`config.mk`:
```
export PLATFORM = sky130hd
export DESIGN_NAME = line_follower_pwm_ctrl
export DESIGN_NICKNAME = d
export VERILOG_FILES = /design/src/rtl/line_follower_pwm_ctrl.sv
export SDC_FILE = /design/constraint.sdc
export NUM_CORES = 1
export LEC_CHECK = 0
export ABC_AREA = 0
export ABC_CLOCK_PERIOD_IN_PS = 3400
export BUFFER_PORTS_ARGS = -buffer_cell sky130_fd_sc_hd__buf_2
export CAP_MARGIN = 15
export CORE_UTILIZATION = 50
export DETAILED_ROUTE_END_ITERATION = 8
export GPL_TIMING_DRIVEN = 0
export PLACE_DENSITY = 0.69
export SYNTH_ARGS = -nofsm -noshare
export SYNTH_HDL_FRONTEND = slang
export SYNTH_SLANG_ARGS = --single-unit
```
`constraint.sdc`:
```
create_clock -name clk -period 3.4 [get_ports clk]
set_input_delay 0.34 -clock clk [delete_from_list [all_inputs] [get_ports clk]]
set_output_delay 0.34 -clock clk [all_outputs]
set_load 0.02 [all_outputs]
```
`src/rtl/line_follower_pwm_ctrl.sv`:
```
// line_follower_pwm_ctrl
//   Line-follower motor controller. Three raw line sensors are debounced per
//   bit and mapped to a steering target. A six-state steering FSM turns that
//   target into a per-motor direction command (fwd/rev/off) and a duty
//   cycle. Each motor output gets a PWM gate and a reversal dead time before
//   it is registered. There are no handshakes: all inputs are sampled every
//   clock and all outputs are valid every clock.
//
// Ports
//   clk        clock
//   reset      synchronous, active-high reset
//   enable     run request; low forces IDLE
//   sensors    {f,l,r} raw line sensors, 1 = line under sensor
//   duty_fwd   PWM duty used in FWD
//   duty_turn  PWM duty used in LEFT/RIGHT/SEARCH
//   motor_a    {fwd,rev} left motor pins, registered
//   motor_b    {fwd,rev} right motor pins, registered
//   state_o    current FSM state code
//   lost       set on entry to HALT, cleared in IDLE, registered
module line_follower_pwm_ctrl #(
    parameter int DUTY_W       = 8,
    parameter int PERIOD       = 250,
    parameter int DEBOUNCE     = 4,
    parameter int LOST_TIMEOUT = 1000,
    parameter int DEADTIME     = 8
) (
    input  logic              clk,
    input  logic              reset,
    input  logic              enable,
    input  logic [2:0]        sensors,
    input  logic [DUTY_W-1:0] duty_fwd,
    input  logic [DUTY_W-1:0] duty_turn,
    output logic [1:0]        motor_a,
    output logic [1:0]        motor_b,
    output logic [2:0]        state_o,
    output logic              lost
);

    // State codes
    localparam logic [2:0] S_IDLE   = 3'd0;
    localparam logic [2:0] S_FWD    = 3'd1;
    localparam logic [2:0] S_RIGHT  = 3'd2;
    localparam logic [2:0] S_LEFT   = 3'd3;
    localparam logic [2:0] S_SEARCH = 3'd4;
    localparam logic [2:0] S_HALT   = 3'd5;

    // Direction commands, laid out as the {fwd,rev} pin pair
    localparam logic [1:0] DIR_OFF = 2'b00;
    localparam logic [1:0] DIR_FWD = 2'b10;
    localparam logic [1:0] DIR_REV = 2'b01;

    localparam int DB_W = (DEBOUNCE > 1) ? $clog2(DEBOUNCE + 1) : 1;
    localparam int SR_W = (LOST_TIMEOUT > 1) ? $clog2(LOST_TIMEOUT + 1) : 1;
    localparam int DT_W = (DEADTIME > 1) ? $clog2(DEADTIME + 1) : 1;

    localparam logic [DB_W-1:0]   DB_LAST  = DB_W'(DEBOUNCE - 1);
    localparam logic [SR_W-1:0]   SR_LAST  = SR_W'(LOST_TIMEOUT - 1);
    localparam logic [DT_W-1:0]   DT_FULL  = DT_W'(DEADTIME);
    localparam logic [DUTY_W-1:0] PWM_LAST = DUTY_W'(PERIOD - 1);

    // ------------------------------------------------------------------
    // Registers
    // ------------------------------------------------------------------
    logic [2:0]            state_q, state_d;
    logic [2:0]            deb_q, deb_d;
    logic [2:0][DB_W-1:0]  db_cnt_q, db_cnt_d;
    logic [DUTY_W-1:0]     pwm_cnt_q, pwm_cnt_d;
    logic [SR_W-1:0]       search_q, search_d;
    logic                  last_left_q, last_left_d;   // 0 = RIGHT, 1 = LEFT
    logic                  lost_q, lost_d;
    // Index 0 = motor A (left), index 1 = motor B (right)
    logic [1:0][1:0]       prev_cmd_q, prev_cmd_d;     // command seen last cycle
    logic [1:0][1:0]       last_drv_q, last_drv_d;     // direction last actually driven
    logic [1:0][DT_W-1:0]  dt_cnt_q, dt_cnt_d;         // remaining dead cycles after this one
    logic [1:0][1:0]       pin_q, pin_d;

    // Combinational helpers
    logic [2:0]            target;
    logic [1:0][1:0]       cmd;
    logic [DUTY_W-1:0]     duty_sel;
    logic                  pwm_on;
    logic [1:0]            rev_start;
    logic [1:0][DT_W-1:0]  dt_rem;
    logic [1:0][1:0]       eff_dir;

    // ------------------------------------------------------------------
    // Sensor debounce: a bit flips only after DEBOUNCE consecutive samples
    // that disagree with the current debounced value.
    // ------------------------------------------------------------------
    always_comb begin
        deb_d    = deb_q;
        db_cnt_d = '0;
        for (int i = 0; i < 3; i++) begin
            if (sensors[i] == deb_q[i]) begin
                db_cnt_d[i] = '0;
            end else if (db_cnt_q[i] == DB_LAST) begin
                deb_d[i]    = sensors[i];
                db_cnt_d[i] = '0;
            end else begin
                db_cnt_d[i] = db_cnt_q[i] + DB_W'(1);
            end
        end
    end

    // Steering target from debounced {f,l,r}
    always_comb begin
        target = S_SEARCH;
        case (deb_q)
            3'b000:                    target = S_SEARCH;
            3'b100, 3'b011, 3'b111:    target = S_FWD;
            3'b010, 3'b110:            target = S_LEFT;
            3'b001, 3'b101:            target = S_RIGHT;
            default:                   target = S_SEARCH;
        endcase
    end

    // ------------------------------------------------------------------
    // Steering FSM
    // ------------------------------------------------------------------
    always_ff @(posedge clk) begin
        if (reset) begin
            state_q <= S_IDLE;
        end else begin
            state_q <= state_d;
        end
    end

    always_comb begin
        state_d = S_IDLE;
        if (!enable) begin
            state_d = S_IDLE;
        end else begin
            case (state_q)
                S_IDLE, S_FWD, S_LEFT, S_RIGHT: state_d = target;
                S_SEARCH: begin
                    if (target != S_SEARCH) begin
                        state_d = target;
                    end else if (search_q == SR_LAST) begin
                        state_d = S_HALT;
                    end else begin
                        state_d = S_SEARCH;
                    end
                end
                S_HALT:  state_d = S_HALT;
                default: state_d = S_IDLE;    // codes 6/7 recover
            endcase
        end
    end

    always_comb begin
        cmd      = '0;
        duty_sel = '0;
        case (state_q)
            S_FWD: begin
                cmd[0]   = DIR_FWD;
                cmd[1]   = DIR_FWD;
                duty_sel = duty_fwd;
            end
            S_LEFT: begin
                cmd[0]   = DIR_REV;
                cmd[1]   = DIR_FWD;
                duty_sel = duty_turn;
            end
            S_RIGHT: begin
                cmd[0]   = DIR_FWD;
                cmd[1]   = DIR_REV;
                duty_sel = duty_turn;
            end
            S_SEARCH: begin
                cmd[0]   = last_left_q ? DIR_REV : DIR_FWD;
                cmd[1]   = last_left_q ? DIR_FWD : DIR_REV;
                duty_sel = duty_turn;
            end
            default: begin
                cmd      = '0;
                duty_sel = '0;
            end
        endcase
    end

    // ------------------------------------------------------------------
    // Search timer, last turn, lost flag, PWM counter
    // ------------------------------------------------------------------
    always_comb begin
        search_d    = (state_q == S_SEARCH) ? search_q + SR_W'(1) : '0;
        last_left_d = last_left_q;
        if (state_d == S_LEFT) begin
            last_left_d = 1'b1;
        end else if (state_d == S_RIGHT) begin
            last_left_d = 1'b0;
        end
        lost_d = lost_q;
        if (state_d == S_HALT) begin
            lost_d = 1'b1;
        end else if (state_d == S_IDLE) begin
            lost_d = 1'b0;
        end
        pwm_cnt_d = (pwm_cnt_q == PWM_LAST) ? '0 : pwm_cnt_q + DUTY_W'(1);
    end

    // duty >= PERIOD keeps this high because the counter never exceeds PERIOD-1
    assign pwm_on = (pwm_cnt_q < duty_sel);

    // ------------------------------------------------------------------
    // Dead time. Outside a dead window a reversal is judged against last
    // cycle's command; inside one it is judged against the direction that
    // was driven before the window opened, so flipping back to the original
    // direction does not extend the window.
    // ------------------------------------------------------------------
    always_comb begin
        rev_start  = '0;
        dt_rem     = '0;
        eff_dir    = '0;
        dt_cnt_d   = '0;
        last_drv_d = last_drv_q;
        prev_cmd_d = cmd;
        pin_d      = '0;
        for (int m = 0; m < 2; m++) begin
            if (dt_cnt_q[m] != '0) begin
                rev_start[m] = (cmd[m] != prev_cmd_q[m]) && (cmd[m] != DIR_OFF) &&
                               (last_drv_q[m] != DIR_OFF) && (cmd[m] != last_drv_q[m]);
            end else begin
                rev_start[m] = (cmd[m] != prev_cmd_q[m]) && (cmd[m] != DIR_OFF) &&
                               (prev_cmd_q[m] != DIR_OFF);
            end
            dt_rem[m] = rev_start[m] ? DT_FULL : dt_cnt_q[m];
            if (dt_rem[m] != '0) begin
                eff_dir[m]  = DIR_OFF;
                dt_cnt_d[m] = dt_rem[m] - DT_W'(1);
            end else begin
                eff_dir[m]    = cmd[m];
                dt_cnt_d[m]   = '0;
                last_drv_d[m] = cmd[m];
            end
            pin_d[m] = eff_dir[m] & {2{pwm_on}};
        end
    end

    // ------------------------------------------------------------------
    // Datapath registers
    // ------------------------------------------------------------------
    always_ff @(posedge clk) begin
        if (reset) begin
            deb_q       <= '0;
            db_cnt_q    <= '0;
            pwm_cnt_q   <= '0;
            search_q    <= '0;
            last_left_q <= 1'b0;
            lost_q      <= 1'b0;
            prev_cmd_q  <= '0;
            last_drv_q  <= '0;
            dt_cnt_q    <= '0;
            pin_q       <= '0;
        end else begin
            deb_q       <= deb_d;
            db_cnt_q    <= db_cnt_d;
            pwm_cnt_q   <= pwm_cnt_d;
            search_q    <= search_d;
            last_left_q <= last_left_d;
            lost_q      <= lost_d;
            prev_cmd_q  <= prev_cmd_d;
            last_drv_q  <= last_drv_d;
            dt_cnt_q    <= dt_cnt_d;
            pin_q       <= pin_d;
        end
    end

    assign motor_a = pin_q[0];
    assign motor_b = pin_q[1];
    assign state_o = state_q;
    assign lost    = lost_q;

endmodule

```
==> impl_metrics.csv <==
group,metric,value,unit
power,pwr-share-clk,22.9,%
routing,vias,2353,
job,maxCapViolations,0,
worst_setup_path,startpoint_type,"flip-flop",
global_route,grt.overflow.total,0,
clocking,clkSinkCount,55,
timing,rsz0062_at_grt,"no",
yosys,avgSynthCellArea,8.902,µm²
final_layout,layout-drive-gt1-share,14.76,%
clocking,post_cts_buffers,0,
yosys,syn_nets,367,
global_route,grt_first_pass_wirelength,9404,µm
worst_setup_path,worstPathCellList,"buf_2 -> clkbuf_1 -> nor2_1 -> a22oi_1 -> nor2_1 -> a21oi_1 -> ha_1 -> a21o_1 -> a21o_1 -> a211oi_1 -> o211ai_1 -> nor3_1",
routing,drtIter0Drc,91,
worst_setup_path,crit_fanout,10,
final_layout,antenna-diode-count,0,
power,p_int,1.071,mW
timing,clock_skew,0.007908,ns
timing,period_needed,3.093,ns
placed_design,place_congestion,0.7976,
clocking,worstSkewPairLatency,0.31,ns
final_layout,design_area,0.003193,mm²
power,seq_power_share,47.4,%
timing,worstMarginPinSlew,0.8869,ns
floorplan,coreArea,0.005540,mm²
floorplan,dieArea,0.006058,mm²
clocking,htreeDepth,2,
clocking,cts_buffer_depth,2,
timing,drv_slew,0,
global_route,grt_pass1_vias,2138,
timing,setup_viol,0,
final_layout,area.growth.synth_to_final,11.05,%
routing,ant_nets,0,
routing,wl_per_cell,12.86,µm
placed_design,dp_slack,0.3231,ns
timing,finalHoldViolations,0,
timing,worst_slack,0.3071,ns
worst_setup_path,cpPeakStageDelay,0.45,ns
yosys,yosysWarnings,0,
power,power_frac_comb,29.7,%
yosys,synthCells,323,
global_route,grtUsageTotal,19.50,%
global_route,grt_max_degree,18,
worst_setup_path,end_kind,"flip-flop",
placed_design,dp_cells,423,
clocking,cts_hold_buf,0,
clocking,cts_root_buf,"clkbuf_8",
placed_design,dp_hpwl,4288,µm
global_route,antenna_found_initial,0,
floorplan,start_util,51.90,%
placed_design,dpl_cell_area,0.003105,mm²
routing,wl,5543,µm
worst_setup_path,critical-path-top-delay-family,"compound AO/OA/AOI/OAI gates",
power,ir_drop,0.2992,mV
power,leakage,1.311,nW
worst_setup_path,slowest_stage,"dfxtp_1",
placed_design,port_buffers,28,
worst_hold_path,holdCritPathClass,"input pin to flip-flop",
routing,drc,0,
power,netSwitchingPower,0.4885,mW
floorplan,io_pins,30,
timing,slew_headroom,40.37,%
power,sw_frac_of_total,31.33,%
yosys,ys.flop_type,"dfxtp_1",
final_layout,stdcell_count,431,
clocking,cts_tree,"done",
yosys,yosysUniqueCellTypes,58,
routing,viasPerCell,5.459,
yosys,yosysSeqAreaShare,38.29,%
timing,finalCritPeriodShare,90.97,%
power,p_per_area,488.3,mW/mm²
clocking,clkTransAtPathRegs,0.10,ns
worst_setup_path,crit_arrival,3.32,ns
worst_setup_path,crit_required,3.63,ns
floorplan,fp.dieH,77.83,µm
clocking,ctsResizeCount,0,
timing,fmax,323.3,MHz
clocking,numCtsBuffers,5,
yosys,netlist_area,0.002875,mm²
worst_setup_path,cp_num_buf_inv,2,
final_layout,fin_nets,402,
floorplan,die_w,77.83,µm
worst_setup_path,criticalPathCategory,"flip-flop to flip-flop",
yosys,ys_async_sr_fraction,0,%
yosys,synth_edf_count,0,
yosys,ys_ff_latch,55,
routing,drt_first_pass_iters,4,
floorplan,rows,27,
power,power,1.559,mW
timing,setup_tns,0,ns
run_status,outcome,"complete, no violations",
## tightest hold or removal path, stage by stage
cell	delay [ns]
buf_2	0.09
mux2i_1	0.06
nor2_1	0.07
## cells in the mapped netlist, types with 3 or more instances
| library cell | count | area (µm²) |
|---|---|---|
| nor2_1 | 48 | 180.2 |
| xnor2_1 | 6 | 52.55 |
| a22oi_1 | 7 | 52.55 |
| nor2b_1 | 6 | 37.54 |
| nor3_1 | 7 | 35.03 |
| mux2i_1 | 4 | 40.04 |
| nand2_1 | 18 | 67.56 |
| a21o_1 | 4 | 30.03 |
| nor3b_1 | 7 | 52.55 |
| or3_1 | 11 | 68.82 |
| o21ai_0 | 10 | 50.05 |
| buf_2 | 3 | 15.01 |
| o31ai_1 | 4 | 30.03 |
| ha_1 | 22 | 275.3 |
| and3_1 | 5 | 31.28 |
| and3b_1 | 3 | 26.28 |
| inv_1 | 17 | 63.81 |
| nand3_1 | 8 | 40.04 |
| xor2_1 | 7 | 61.31 |
| clkbuf_1 | 5 | 18.77 |
| a21oi_1 | 20 | 100.1 |
| dfxtp_1 | 55 | 1101 |
| nand3b_1 | 4 | 30.03 |
## state kept, by name, indices dropped and copies added (netlist names)
register / cells
last_left_q: 1
state_o: 3
pwm_cnt_q: 8
motor_b: 2
motor_a: 2
lost: 1
search_q: 10
db_cnt_q: 9
deb_q: 3
dt_cnt_q: 8
prev_cmd_q: 4
last_drv_q: 4
## layout by cell type, fill, tap and decap left out, drive strengths merged, types with 2 or more instances in the layout
cell type and n:
o21ai 11, nand3b 4, and3 5, o211ai 3, a21oi 20, nand3 8, nor3 7, o22ai 2
inv 18, buf 31, or4 2, nand2 18, and3b 3, ha 22, xnor2 6, or2 3
nand2b 2, o31ai 5, clkbuf 10, nand4 2, clkinv 2, nor3b 9, a21o 4, nor2b 6
mux2 4, xor2 7, dfxtp 55, nor2 48, a22oi 7, mux2i 4, or3 11
## worst paths after layout
check | start | slack (ns) | cells after the start | to
max | state_o[1] | 0.31 | 12 | motor_a[1]
min | sensors[1] | 0.29 | 3 | deb_q[1]
max reg2reg | state_o[1] | 0.31 | 12 | motor_a[1]
min reg2reg | db_cnt_q[0] | 0.42 | 1 | db_cnt_q[0]
## layout make-up
class | count | area [µm²]
fill | 524 | 2347
multi-input combinational | 243 | 1677
sequential | 55 | 1101
timing repair buffer | 28 | 140.1
tap | 72 | 90.09
clock buffer | 5 | 68.82
inverter | 17 | 63.81
buffer | 8 | 33.78
clock inverter | 3 | 18.77
## layer usage
layer  GRT usage (%)  wire length [µm]
met1           23.42              2629
met2           34.42              2612
met3           4.235               223
met4           6.038                78
met5               0                 0
## metrics by stage
step | hold WS, ns | util, %
2_1_floorplan | 0.3990 | -
3_3_place_gp | 0.4100 | 56.05
3_5_place_dp | 0.4139 | 56.05
4_1_cts | 0.2829 | 57.63
5_1_grt | 0.2916 | 57.63
6_report | 0.2916 | 57.63
## power by group through the flow
| stage | Sequential (mW) | Clock, mW | Combinational, mW |
|---|---|---|---|
| after CTS | 0.739 | 0.376 | 0.466 |
| final | 0.739 | 0.356 | 0.463 |
| after global routing | 0.745 | 0.400 | 0.512 |
| after global placement | 0.752 | 0 | 0.458 |
| after floorplan | 0.748 | 0 | 0.379 |
| after detailed placement | 0.754 | 0 | 0.464 |
## cell families (layout without fill, tap and decap cells)
logic type | after synthesis | in the layout | share of synthesized area, %
adder cells (fa/ha/maj) | 22 | 22 | 9.573
buffers and inverters | 25 | 61 | 3.394
AND/OR/NAND/NOR | 136 | 136 | 25.67
AO/OA/AOI/OAI | 64 | 64 | 15.88
XOR/XNOR | 13 | 13 | 3.960
multiplexers | 8 | 8 | 3.220
flip-flops | 55 | 55 | 38.29
No activity file was read; power rests on OpenSTA's default activity.
